[config.mk]
export PLATFORM = sky130hd
export DESIGN_NAME = barrel_sched
export DESIGN_NICKNAME = d
export VERILOG_FILES = /design/src/rtl/barrel_pkg.sv /design/src/rtl/barrel_core.sv /design/src/rtl/barrel_sched.sv
export SDC_FILE = /design/constraint.sdc
export NUM_CORES = 1
export LEC_CHECK = 0
export ABC_CLOCK_PERIOD_IN_PS = 3600
export CAP_MARGIN = 5
export CELL_PAD_IN_SITES_DETAIL_PLACEMENT = 0
export CELL_PAD_IN_SITES_GLOBAL_PLACEMENT = 1
export CORE_MARGIN = 1
export CORE_UTILIZATION = 39
export CTS_CLUSTER_SIZE = 30
export DETAILED_ROUTE_END_ITERATION = 10
export GPL_TIMING_DRIVEN = 0
export HOLD_SLACK_MARGIN = 0.12
export PLACE_DENSITY = 0.95
export SLEW_MARGIN = 10
export SYNTH_ARGS = -nofsm -noshare
export SYNTH_HDL_FRONTEND = slang
export SYNTH_SLANG_ARGS = --single-unit
[constraint.sdc]
create_clock -name clk -period 3.6 [get_ports clk]
set_input_delay 0.72 -clock clk [delete_from_list [all_inputs] [get_ports clk]]
set_output_delay 0.72 -clock clk [all_outputs]
set_load 0.01 [all_outputs]
[src/rtl/barrel_pkg.sv]
// Shared definitions for the barrel shifter scheduler: FSM state encoding
// and default datapath geometry.
package barrel_pkg;

  localparam int WIDTH_DEF = 16;
  localparam int SHW_DEF   = $clog2(WIDTH_DEF);

  typedef enum logic [1:0] {
    ST_IDLE = 2'd0,
    ST_CALC = 2'd1,
    ST_RESP = 2'd2
  } state_t;

endpackage

[src/rtl/barrel_core.sv]
// Combinational logical barrel shifter with zero fill. One mux stage per
// shift-amount bit; stage k moves the word by 2**k positions when enabled.
module barrel_core #(
  parameter int WIDTH = barrel_pkg::WIDTH_DEF,
  parameter int SHW   = $clog2(WIDTH)
) (
  input  logic [WIDTH-1:0] in,
  input  logic [SHW-1:0]   shift,
  input  logic             lr,
  output logic [WIDTH-1:0] out
);

  logic [WIDTH-1:0] stg [SHW+1];

  assign stg[0] = in;

  for (genvar k = 0; k < SHW; k++) begin : g_stage
    localparam int AMT = 1 << k;
    assign stg[k+1] = !shift[k] ? stg[k] :
                      (lr ? (stg[k] << AMT) : (stg[k] >> AMT));
  end

  assign out = stg[SHW];

endmodule

[src/rtl/barrel_sched.sv]
// Round-robin scheduler sharing one barrel_core among N_REQ requesters.
// A granted request is latched, shifted during CALC, and held on the
// response port until the consumer takes it.
//
// state | meaning
// IDLE  | no work in flight; grant the round-robin winner if any is valid
// CALC  | operand latched; register the shifter output this cycle
// RESP  | result presented; on handshake, optionally grant the next request
module barrel_sched
  import barrel_pkg::*;
#(
  parameter int N_REQ = 4,
  parameter int WIDTH = WIDTH_DEF,
  parameter int SHW   = $clog2(WIDTH),
  parameter int IDW   = $clog2(N_REQ)
) (
  input  logic                   clk,
  input  logic                   rst_n,
  input  logic [N_REQ-1:0]       req_valid,
  output logic [N_REQ-1:0]       req_ready,
  input  logic [N_REQ*WIDTH-1:0] req_data,
  input  logic [N_REQ*SHW-1:0]   req_shift,
  input  logic [N_REQ-1:0]       req_lr,
  output logic                   rsp_valid,
  input  logic                   rsp_ready,
  output logic [WIDTH-1:0]       rsp_data,
  output logic [IDW-1:0]         rsp_id,
  output logic [15:0]            op_count
);

  state_t           state;
  logic [IDW-1:0]   last_grant;
  logic [WIDTH-1:0] op_data;
  logic [SHW-1:0]   op_shift;
  logic             op_lr;
  logic [IDW-1:0]   op_id;
  logic [WIDTH-1:0] core_out;

  logic             pick_found;
  logic [IDW-1:0]   pick_id;
  logic             grant_ok;
  logic             accept;

  logic [WIDTH-1:0] data_arr  [N_REQ];
  logic [SHW-1:0]   shift_arr [N_REQ];

  for (genvar g = 0; g < N_REQ; g++) begin : g_unpack
    assign data_arr[g]  = req_data[g*WIDTH +: WIDTH];
    assign shift_arr[g] = req_shift[g*SHW +: SHW];
  end

  // Requester index 'off' positions after 'base', wrapping at N_REQ.
  function automatic logic [IDW-1:0] rr_idx(input logic [IDW-1:0] base,
                                            input int off);
    return IDW'((int'(base) + off) % N_REQ);
  endfunction

  // Round-robin pick: scan from the farthest candidate back to last_grant+1
  // so the nearest valid requester overwrites any farther one.
  always_comb begin
    pick_found = 1'b0;
    pick_id    = '0;
    for (int i = N_REQ; i >= 1; i--) begin
      if (req_valid[rr_idx(last_grant, i)]) begin
        pick_found = 1'b1;
        pick_id    = rr_idx(last_grant, i);
      end
    end
  end

  // Grants are only possible when idle or when the current result is leaving.
  always_comb begin
    grant_ok  = (state == ST_IDLE) || ((state == ST_RESP) && rsp_ready);
    accept    = grant_ok && pick_found;
    req_ready = accept ? ({{(N_REQ-1){1'b0}}, 1'b1} << pick_id) : '0;
  end

  barrel_core #(
    .WIDTH (WIDTH),
    .SHW   (SHW)
  ) u_core (
    .in    (op_data),
    .shift (op_shift),
    .lr    (op_lr),
    .out   (core_out)
  );

  // Main sequencer: operand latch, result register, response handshake.
  always_ff @(posedge clk or negedge rst_n) begin
    if (!rst_n) begin
      state      <= ST_IDLE;
      last_grant <= IDW'(N_REQ - 1);
      op_data    <= '0;
      op_shift   <= '0;
      op_lr      <= 1'b0;
      op_id      <= '0;
      rsp_valid  <= 1'b0;
      rsp_data   <= '0;
      rsp_id     <= '0;
      op_count   <= 16'd0;
    end else begin
      // accept is only ever true in IDLE or in RESP with rsp_ready
      if (accept) begin
        op_data    <= data_arr[pick_id];
        op_shift   <= shift_arr[pick_id];
        op_lr      <= req_lr[pick_id];
        op_id      <= pick_id;
        last_grant <= pick_id;
      end
      case (state)
        ST_IDLE: begin
          if (accept) begin
            state <= ST_CALC;
          end
        end
        ST_CALC: begin
          rsp_data  <= core_out;
          rsp_id    <= op_id;
          rsp_valid <= 1'b1;
          state     <= ST_RESP;
        end
        ST_RESP: begin
          if (rsp_ready) begin
            op_count  <= op_count + 16'd1;
            rsp_valid <= 1'b0;
            state     <= accept ? ST_CALC : ST_IDLE;
          end
        end
        default: begin
          state     <= ST_IDLE;
          rsp_valid <= 1'b0;
        end
      endcase
    end
  end

endmodule
Word level (Yosys, flattened, before mapping) --
Index checks and enable logic that the tools add are counted.
Storage, ports and cells: register bits after elaboration 62, input port bits 91, word-level logic and storage cells 74, output and inout bits 39
Cells by class: reductions and logical operators 7, mux-type cells 39, bitwise operators 2, shift operators 1, magnitude comparators 6, $add $sub $neg 5, eq/ne operators 4
Operator list (number):
- 16-bit two-way mux | 10
- 16-bit binary-select mux with 2-bit select | 1
- 16-bit by 1-bit adder with 16-bit output, second input constant | 1
- 2-bit by 3-bit less-than comparator with 1-bit output, second input constant | 5
- 2-bit two-way mux | 6
- 4-bit two-way mux | 3
- 1-bit two-way mux | 11
- 1-bit binary-select mux with 2-bit select | 5
- 4-bit binary-select mux with 2-bit select | 1
- 2-bit case mux with 3 select lines | 1
- 2-bit AND reduction | 3
- 2-bit by 1-bit adder with 2-bit output, second input constant | 2
- 2-bit adder, second input constant | 2
- 2-bit != test, second input constant | 2
- 1-bit by 2-bit << shifter with 4-bit output, first input constant | 1
- 3-bit >= comparator, second input constant | 1
- 2-bit inverter with 3-bit output | 1
- 1-bit case mux with 3 select lines | 1
- 2-bit by 1-bit equality test with 1-bit output, second input constant | 1
- 2-bit equality test, second input constant | 1
- 1-bit logical AND | 2
- 2-bit logical NOT | 1
- 1-bit logical OR | 1
- 1-bit inverter | 1

Depth between registers and ports, before layout --
depth after elaboration 11, mapped depth 8, depth with buffers taken out 5

Cells and area by module --
From an unflattened synthesis, not the netlist that was laid out.
Unflattened totals: cells, all modules 522, area total of the unflattened synthesis 5009.8 µm²
By module, submodules not included:
- barrel_sched | sequential area each 1554.0 µm², area each 3397.0 µm², times used 1, cells each 300
- barrel_core | sequential area each 0.0 µm², area each 1612.8 µm², times used 1, cells each 222

Worst setup path after synthesis --
No wires, ideal clock.
path type input -> output, from input rsp_ready, to output req_ready[0], arrival time 1737 ps, cell stages on the path 5, path buffers 2, data required time 2880 ps, path slack 1143 ps, cell sequence inv_1 > a221o_1 > buf_2 > clkbuf_1 > nor3b_1
Between the ends: longest elaborated chain between the ends 4
Ends and longest elaborated chain:
- start: declaration | line barrel_sched.sv:25 | input logic rsp_ready,
- 1-bit logical AND | line barrel_sched.sv:73 | grant_ok = (state == ST_IDLE) || ((state == ST_RESP) && rsp_ready);
- 1-bit logical OR | line barrel_sched.sv:73
- 1-bit logical AND | line barrel_sched.sv:74 | accept = grant_ok && pick_found;
- 4-bit two-way mux | line barrel_sched.sv:75 | req_ready = accept ? ({{(N_REQ-1){1'b0}}, 1'b1} << pick_id) : '0;
- end: declaration | line barrel_sched.sv:20 | output logic [N_REQ-1:0] req_ready,
No other way between the ends.

Worst setup path after layout --
from input req_valid[1], to output req_ready[3]
Between the ends: longest elaborated chain between the ends 8, elaborated cells on any way between the ends 19, classes of those cells shift: 1; mux: 17; reduce/logical: 1
Ends and longest elaborated chain:
- start: declaration | line barrel_sched.sv:19 | input logic [N_REQ-1:0] req_valid,
- 1-bit binary-select mux with 2-bit select | line barrel_sched.sv:64 | if (req_valid[rr_idx(last_grant, i)]) begin
- 1-bit two-way mux (not written as such) | line barrel_sched.sv:64
- 2-bit two-way mux or 1-bit two-way mux (tied branches) (4 in series) | line barrel_sched.sv:64
- 1-bit by 2-bit << shifter with 4-bit output or 1-bit logical AND (tied branches) | line barrel_sched.sv:75, barrel_sched.sv:74
- 4-bit two-way mux (*) | line barrel_sched.sv:75
Every way passes the cells marked *; elsewhere a longest branch is shown, timed or not. The select of a mux whose other input is x is not followed.

==> results by group <==
Status
  – Status: complete, no violations

Global route
  – Vias in the first global route: 4409
  – GRT met3 Usage: 4.66%
  – M2 GR Usage: 40.7%
  – Total gr overflow: 0
  – First-pass GRT wire length: 23.4 mm
  – Largest net degree at the start of global routing: 63
  – Most used routing layer: met2
  – Grt met1 use: 35.9%
  – GRT Util Overall: 26.1%
  – Initial antenna violation count: 0

Routing
  – Routed WL per cell: 19.6 µm
  – Vias: 4581
  – Drt via density: 5.88
  – WL final: 15.3 mm
  – Starting DRT DRC Count: 467
  – Pre-antenna DRT Iters: 6
  – Antenna viol nets, final: 0
  – Residual DRC count: 0

Synthesis
  – Ys flop type: dfrtp_1
  – Number of flops mapped to enable cells by yosys: 0
  – Mapped Nets: 586
  – Post-Syn Area: 4470 µm²
  – Compound-Gate Fraction of Synth Area: 21.4%
  – Synth cell types: 65
  – Mux contribution to synthesized area: 19.1%
  – Synth Warn #: 0
  – Largest family of logic cells by synthesized area: compound AO/OA/AOI/OAI gates
  – Part of the Yosys area used for sequential elements: 34.8%
  – Syn Inst Count: 494
  – Syn avg cell area: 9.05 µm²
  – Adder-cell share of the synthesized area: 0.280%
  – #FFs+latches synth: 62
  – Simple-Gate Fraction of Synth Area: 15.9%
  – Post-Synth XOR/XNOR Area: 2.94%
  – Async set or reset register ratio after synthesis: 100%

STA
  – Relative slew slack: 47.6%
  – Setup TNS: 0 ns
  – RSZ-0062 raised after global routing: no
  – Max Clock Freq: 290 MHz
  – Fin crit period: 3.45 ns
  – Hold slack: 0.470 ns
  – Actual slew at the worst max-slew pin: 0.786 ns
  – Final Hold Viols: 0
  – Clk_skew: 0.00733 ns
  – Finish-stage setup viols: 0
  – Final slew viol count: 0
  – Fin crit share: 95.8%

Power and ir drop
  – Int Power: 3000 µW
  – Static Leak: 0.00268 µW
  – Gate power share: 60.6%
  – Sw Pwr: 2630 µW
  – PwrDens: 902 nW/µm²
  – Sw frac: 46.7%
  – Clk pwr share: 16.0%
  – Seq pwr share: 23.5%
  – Worst VDD drop: 420 µV

Layout
  – Most common cell after layout, fill and taps aside: clkdlybuf4s50_1
  – Antenna diodes: 0
  – Fill cells: 990
  – Layout Utilization: 56.9%
  – Layout cells sized above 1: 8.61%
  – Fin nets: 726
  – Area Growth Syn to Fin: 39.9%
  – Most frequent cells in the layout: clkdlybuf4s50_1 (126), mux2i_1 (72), nand2_1 (63), dfrtp_1 (60), nor2_1 (44)

Critical path
  – Max stage delay on crit path: 0.54 ns
  – Crit Path Class: input pin to primary output
  – Critical path, cell by cell: clkdlybuf4s50_1 -> a21oi_1 -> a31oi_1 -> a21oi_1 -> buf_4 -> buf_4 -> nand2_1 -> nor2_1 -> clkdlybuf4s50_1
  – CP Launch Type: input pin
  – Slowest-stage cell, CP: clkdlybuf4s50_1
  – Crit path max fanout: 10
  – Arr. time, crit path: 2.73 ns
  – Required time at the worst-slack endpoint: 2.88 ns
  – Critical Path Sink Type: primary output

Clocking
  – Clock sinks: 62
  – H-tree Lvls: 3
  – Number of CTS-inserted buffers: 9
  – Postcts setup bufs: 0
  – Clk root buf: clkbuf_16
  – Worst-path clk slew: 0.06 ns
  – Clk_lat worst skew: 0.33 ns
  – Max Root-Sink Buffers: 2
  – CTS tree: yes

Die
  – Die area: 11900 µm²
  – IO Count: 130
  – Core box area: 11000 µm²
  – FP Rows: 38
  – Chip width: 109 µm
  – DIE HEIGHT: 109 µm
  – Initial Util: 40.7%

Place
  – Routability cong.: 0.908
  – Port bufs: 129
  – Post-DP HPWL: 11.5 mm

Hold path
  – Worst hold path class: register to register

Run
  – Max-Cap Viols: 0
logic make-up (layout without fill, tap and decap cells):
family | count (synthesis) | after routing
xor gates and xnor gates | 15 | 15
and+or+nand+nor | 157 | 157
adders and majority gates | 1 | 1
DFF | 62 | 62
AOI/OAI and AO/OA | 129 | 129
muxes | 80 | 80
buffers and inverters | 50 | 195
per-layer routing:
layer / share of wire (%) / vias to the layer above / wire length, µm
met1: 43 / 2214 / 6580
li1: - / 2120 / -
met4: 2.1 / 0 / 321
met2: 48 / 217 / 7270
met5: 0 / - / 0
met3: 7.3 / 30 / 1110
sequential cells by signal (all words and copies together), names as in the netlist:
| register | cells |
|---|---|
| op_shift | 4 |
| op_id | 2 |
| state | 2 |
| op_data | 16 |
| op_count | 16 |
| rsp_data | 16 |
| rsp_valid | 1 |
| rsp_id | 2 |
| op_lr | 1 |
| last_grant | 2 |
repair_timing:
item                       CTS  global route
setup endpoints to repair    2             3
gates resized for setup      2             8
hold buffers                 0             0
through the flow:
step / power [µW] / setup WS (ns) / instances / instance area [µm²]
detailed placement: 4670 / -0.0378 / 763 / 5930
floorplan: 3470 / 1.14 / 494 / 4470
CTS: 5590 / 0.0129 / 779 / 6240
global placement: 4640 / -0.124 / 763 / 5940
finish: 5640 / 0.150 / 779 / 6250
global route: 5970 / 0.00205 / 779 / 6250
path summary, 6_finish.rpt:
check | cells after the start | startpoint | endpoint | slack [ns]
hold reg to reg | 1 | op_count[15] | op_count[15] | 0.47
setup / recovery | 9 | req_valid[1] | req_ready[3] | 0.15
min in group asynchronous | 1 | rst_n | op_count[2] | 0.48
hold / removal | 1 | op_count[15] | op_count[15] | 0.47
setup reg to reg | 8 | op_shift[1] | rsp_data[14] | 1.24
max in group asynchronous | 1 | rst_n | op_data[9] | 2.61
synthesized netlist by cell type, types with 3 or more instances:
library cell,count,share of area [%]
mux2i_1,72,16
nand2_1,63,5.3
dfrtp_1,60,34
nor2_1,44,3.7
o221ai_1,22,4.3
a21oi_1,20,2.2
clkbuf_1,19,1.6
o21ai_0,16,1.8
a211oi_1,11,1.8
buf_2,10,1.1
inv_1,9,0.76
nand2b_1,9,1.3
xnor2_1,9,1.8
nand3_1,8,0.90
and3_1,6,0.84
nor3_1,6,0.67
o22ai_1,6,0.84
xor2_1,6,1.2
a31oi_1,5,0.70
buf_4,5,0.84
buf_6,4,1.0
mux4_2,4,2.0
o21a_1,4,0.67
a221o_1,3,0.67
and2_1,3,0.42
mux2_2,3,0.76
nand4_1,3,0.42
nor2b_1,3,0.42
o211a_1,3,0.67
o211ai_1,3,0.50
o32a_1,3,0.67
or3_1,3,0.42
critical path: cells and delay by family:
| kind | cells | cell delay (ns) |
|---|---|---|
| and+or+nand+nor | 2 | 0.22 |
| buffers and inverters | 4 | 1.44 |
| AOI/OAI and AO/OA | 3 | 0.34 |
power by group through the flow:
stage          sequential, µW  combinational (µW)  clock [µW]
4_1_cts                  1320                3360         911
2_1_floorplan            1270                2200           0
3_5_place_dp             1330                3340           0
5_1_grt                  1370                3660         937
3_3_place_gp             1320                3330           0
6_report                 1320                3420         899
final cells by class:
type	instances	area, µm²	share of cell area (%)
clock inverter	7	77.6	1.24
timing repair buffer	129	1290	20.7
sequential	62	1550	24.8
multi-input combinational	382	2670	42.7
clock buffer	9	225	3.60
tap	140	175	2.80
inverter	9	33.8	0.540
buffer	41	223	3.56
Power figures use the tool's default switching activity.
